==> src/rtl/cp0_timer_int.sv <==
// CP0 Count/Compare timer plus ext interrupt synchronisers -> int vector.
// Optional CP0_COUNT_STALL_EN adds count_stall_i to freeze the timer.
module cp0_timer_int #(
  parameter int TICK_DIV    = 2,
  parameter int SYNC_STAGES = 2
) (
  input  logic        cpu_clk_50M,
  input  logic        cpu_rst,
  input  logic [4:0]  ext_int_i,
  input  logic        we,
  input  logic [4:0]  waddr,
  input  logic [31:0] wdata,
  input  logic        re,
  input  logic [4:0]  raddr,
`ifdef CP0_COUNT_STALL_EN
  input  logic        count_stall_i,
`endif
  output logic [31:0] data_o,
  output logic [5:0]  int_o,
  output logic        timer_int_o
);

  localparam logic [4:0] CP0_COUNT   = 5'd9;
  localparam logic [4:0] CP0_COMPARE = 5'd11;

  localparam int DIV_W = (TICK_DIV > 1) ? $clog2(TICK_DIV) : 1;
  localparam logic [DIV_W-1:0] DIV_LAST = DIV_W'(TICK_DIV - 1);

  logic [DIV_W-1:0] div;
  logic [31:0]      count;
  logic [31:0]      compare;
  logic             timer_pend;
  logic [SYNC_STAGES-1:0][4:0] sync;

  logic        run;
  logic        tick;
  logic        count_wr;
  logic        cmp_wr;
  logic [31:0] count_inc;

`ifdef CP0_COUNT_STALL_EN
  assign run = ~count_stall_i;
`else
  assign run = 1'b1;
`endif

  assign tick      = run && (div == DIV_LAST);
  assign count_wr  = we && (waddr == CP0_COUNT);
  assign cmp_wr    = we && (waddr == CP0_COMPARE);
  assign count_inc = count + 32'd1;

  // A count write drops the tick; a compare write beats a match.
  always_ff @(posedge cpu_clk_50M or posedge cpu_rst) begin
    if (cpu_rst) begin
      div        <= '0;
      count      <= '0;
      compare    <= '0;
      timer_pend <= 1'b0;
    end else begin
      if (count_wr) begin
        count <= wdata;
        div   <= '0;
      end else if (run) begin
        div <= tick ? '0 : div + DIV_W'(1);
        if (tick)
          count <= count_inc;
      end
      if (cmp_wr)
        compare <= wdata;
      if (cmp_wr)
        timer_pend <= 1'b0;
      else if (tick && !count_wr && (count_inc == compare))
        timer_pend <= 1'b1;
    end
  end

  always_ff @(posedge cpu_clk_50M or posedge cpu_rst) begin
    if (cpu_rst)
      sync <= '0;
    else
      sync <= {sync[SYNC_STAGES-2:0], ext_int_i};
  end

  always_comb begin
    data_o = '0;
    if (re) begin
      unique case (1'b1)
        raddr == CP0_COUNT:   data_o = count;
        raddr == CP0_COMPARE: data_o = compare;
        default:              data_o = '0;
      endcase
    end
  end

  assign int_o       = {timer_pend, sync[SYNC_STAGES-1]};
  assign timer_int_o = timer_pend;

endmodule

==> config.mk <==
export PLATFORM = sky130hd
export DESIGN_NAME = cp0_timer_int
export DESIGN_NICKNAME = d
export VERILOG_FILES = /design/src/rtl/cp0_timer_int.sv
export SDC_FILE = /design/constraint.sdc
export NUM_CORES = 1
export LEC_CHECK = 0
export CAP_MARGIN = 10
export CORE_UTILIZATION = 50
export CTS_BUF_LIST = sky130_fd_sc_hd__clkbuf_8
export DETAILED_ROUTE_END_ITERATION = 8
export GPL_TIMING_DRIVEN = 0
export HOLD_SLACK_MARGIN = 0.06
export PLACE_DENSITY = 0.83
export SETUP_SLACK_MARGIN = 0.05
export SYNTH_ARGS = -nofsm -noshare
export SYNTH_HDL_FRONTEND = slang
export SYNTH_SLANG_ARGS = --single-unit
export TNS_END_PERCENT = 1
==> constraint.sdc <==
create_clock -name cpu_clk_50M -period 2.6 [get_ports cpu_clk_50M]
set_input_delay 0.52 -clock cpu_clk_50M [delete_from_list [all_inputs] [get_ports cpu_clk_50M]]
set_output_delay 0.52 -clock cpu_clk_50M [all_outputs]
set_load 0.02 [all_outputs]
==> results.cfg <==
[floorplan]
die_y_um = 102
die_width_um = 102
initial_core_util_pct = 52.7
die_area_um2 = 10300
coreArea_um2 = 9420
rows = 35
ios = 90

[clocking]
clkSinkCount = 76
cts_buffers = 9
root_buffer = clkbuf_8
clkLatencyLatePin_ns = 0.36
cts_tree = built
cts_max_level = 3
clk_pin_slew_ns = 0.08
hold_buffers = 0
cts_max_path_buffers = 2

[drt]
routed_wl_um = 14300
drt-vias-per-instance = 5.79
ant_nets = 0
drt-initial-drc-count = 263
vias = 4570
drc = 0
drt-pass1-iter-count = 5
wl_per_cell_um = 18.1

[logic_synthesis]
syn_area_um2 = 4960
synth_area_per_cell_um2 = 9.23
synth_warnings = 0
synth.area.top_cells = dfrtp_1 38%, mux2_2 7.7%, mux2i_1 6.9%
netlist_instances = 537
synth-seq-cells = 76
synthesis.nets = 589
synth-edff-count = 0
synth_top_cell_by_area = dfrtp_1
synth_top_area_share_pct = 38.4
synth_flop_cell = dfrtp_1
ys_seq_area_share_pct = 38.4
synthArstFlopShare_pct = 100
synth.distinct_cells = 51

[power_and_ir_drop]
seqPwrFrac_pct = 32.6
power.density_nw_per_um2 = 814
clkPwrFrac_pct = 21.1
finalPower_w = 0.00544
switchingPower_w = 0.00211
combPwrFrac_pct = 46.3
switching_share_pct = 38.8
p_int_w = 0.00333
leakage_nw = 2.81
peakVddDrop_mv = 0.350

[sta]
timing.max_slew.rel_slack_pct = 40.7
drv_slew = 0
setup_viol = 1
max_freq_mhz = 371
fin_ws_ns = -0.0974
fin_crit_sh_pct = 104
period_needed_ns = 2.70
hold_violations = 0
clock_skew_ns = 0.0121
grt_setup_unrepaired = yes
worst_pin_slew_ns = 0.887

[finish]
area_growth_syn_to_layout_pct = 34.7
stdcell_count = 789
multiInputGateArea_um2 = 2960
layout-drive-gt1-share_pct = 28.8
final_net_count = 707
regArea_um2 = 1910
antenna_cells = 0
fillers = 704

[run]
max_cap_viol_count = 0

[setup_path]
path_max_fanout = 6
worstSetupPathType = reg -> reg
start_kind = register
crit_buf_inv = 2
path_delay_family = simple AND/OR/NAND/NOR gates
cp-end-kind = register
max_stage_delay_ns = 0.48
cp_slowest_cell = or4_1
cp_cell_sequence = ha_4, nand4_1, buf_6, buf_4, nor3_2, a22oi_1, or4_1, or4_4, o31ai_2
crit_arrival_ns = 2.97
critPathRequiredTime_ns = 2.87

[global_routing]
antenna_found_initial = 0
grt_max_degree = 41
overflow = 0
grt_usage_pct = 28.2
grt_pass1_wl_um = 22100
grt_pass1_vias = 4451

[place]
place.port_buffers = 88
numPlacedInstances = 755
globalplace.congestion = 0.951
dp_hpwl_um = 9640

[run_status]
outcome = finished with violations
violations = negative setup slack

[worst_hold_path]
hp-class = reg -> reg
## cell type report
type	instances	area share, %
Buffer	42	4.72
Inverter	7	0.450
Tap cell	129	2.42
Timing Repair Buffer	116	15.8
Clock inverter	6	1.67
Sequential cell	76	28.6
Clock buffer	10	2.06
Multi-Input combinational cell	403	44.3
## flip-flops by register name (all words and copies together) (netlist names)
register / count
count: 32
compare: 32
div: 1
timer_int_o: 1
sync: 5
int_o: 5
## logic make-up after synthesis
| logic type | share of synthesized area, % |
|---|---|
| simple gates | 19.7 |
| xor+xnor | 12.7 |
| mux | 14.6 |
| buf+inv | 6.36 |
| flops | 38.4 |
| compound gates | 8.05 |
| fa+ha+maj | 0.252 |
## final timing paths
path                                           start                       to  slack [ns]  cells past startpoint
min in group asynchronous                    cpu_rst        sync[2]$_DFF_PP0_        0.69                      2
worst min register to register     sync[4]$_DFF_PP0_       int_o[4]$_DFF_PP0_        0.35                      0
worst max register to register  count[1]$_DFFE_PP0N_  timer_int_o$_DFFE_PP0P_        -0.1                      9
max in group asynchronous                    cpu_rst    count[11]$_DFFE_PP0N_        1.22                      3
worst max-delay path            count[1]$_DFFE_PP0N_  timer_int_o$_DFFE_PP0P_        -0.1                      9
worst min-delay path               sync[4]$_DFF_PP0_       int_o[4]$_DFF_PP0_        0.35                      0
## timing repair
item | CTS | global route
endpoints found under the hold margin | 0 | 0
resized for setup | 179 | 47
pin swaps | 17 | 11
endpoints found under the setup margin | 40 | 32
setup buffers | 21 | 6
## placed cells by master (no fill, tap or decap), types with 4 or more instances in the layout
cell type / count
buf_4: 48
clkbuf_2: 6
nand4_1: 21
nand3_1: 12
clkbuf_8: 12
mux2i_1: 34
nor2_2: 11
a21oi_1: 39
buf_2: 6
o21ai_0: 4
nor3_2: 5
nor3_4: 4
nand2_1: 29
nor2_1: 69
mux2_2: 34
inv_1: 6
xor2_1: 36
o211ai_1: 4
xnor2_1: 34
clkdlybuf4s15_2: 4
clkbuf_1: 13
dfrtp_2: 7
nor3_1: 5
dfrtp_1: 69
buf_6: 17
clkdlybuf4s50_1: 54
a211o_1: 4
## synth_stat cells, drive strengths merged (3+ instances only)
cell type and instances:
a211o 4, a21oi 39, a22oi 3, and2 3
and3 4, and4 3, buf 21, clkbuf 30
dfrtp 76, inv 7, mux2 34, mux2i 34
nand2 31, nand3 14, nand4 23, nand4b 3
nor2 82, nor2b 3, nor3 14, nor4 3
o211ai 4, o21ai 4, or2 3, or4 3
xnor2 36, xor2 36
## routing by layer
metal	GRT usage, %	vias to the layer above	share of wire (%)
met2	49.3	179	50
met1	34.7	2271	42
met5	0	-	0
met3	4.90	28	5.9
li1	-	2092	-
met4	10.3	0	2.0
## power groups by stage
stage          Sequential (W)  Combinational [W]  Clock [W]
4_1_cts               0.00175            0.00234    0.00116
3_5_place_dp          0.00172            0.00204          0
5_1_grt               0.00181            0.00270    0.00120
6_report              0.00177            0.00252    0.00115
3_3_place_gp          0.00170            0.00198          0
2_1_floorplan         0.00165            0.00158          0
## per-stage QoR
stage	util [%]	hold WS [ns]	area [um2]	setup TNS, ns	worst slack, ns
6_report	70.9	0.349	6680	-0.0974	-0.0974
2_1_floorplan	-	0.331	4980	-0.0233	-0.0233
3_3_place_gp	64.0	0.334	6020	-19.40	-0.580
3_5_place_dp	64.2	0.337	6040	-20.61	-0.597
5_1_grt	70.9	0.343	6680	-0.205	-0.199
4_1_cts	69.4	0.346	6540	-0.0865	-0.0865
## worst reg2reg max path: cells and delay by family (launching register included)
family | cells | cell delay [ns]
compound gates | 2 | 0.39
fa+ha+maj | 1 | 0.16
buf+inv | 2 | 0.29
flops | 1 | 0.43
simple gates | 4 | 1.35
Note: power is estimated with default switching activity, not from simulation.
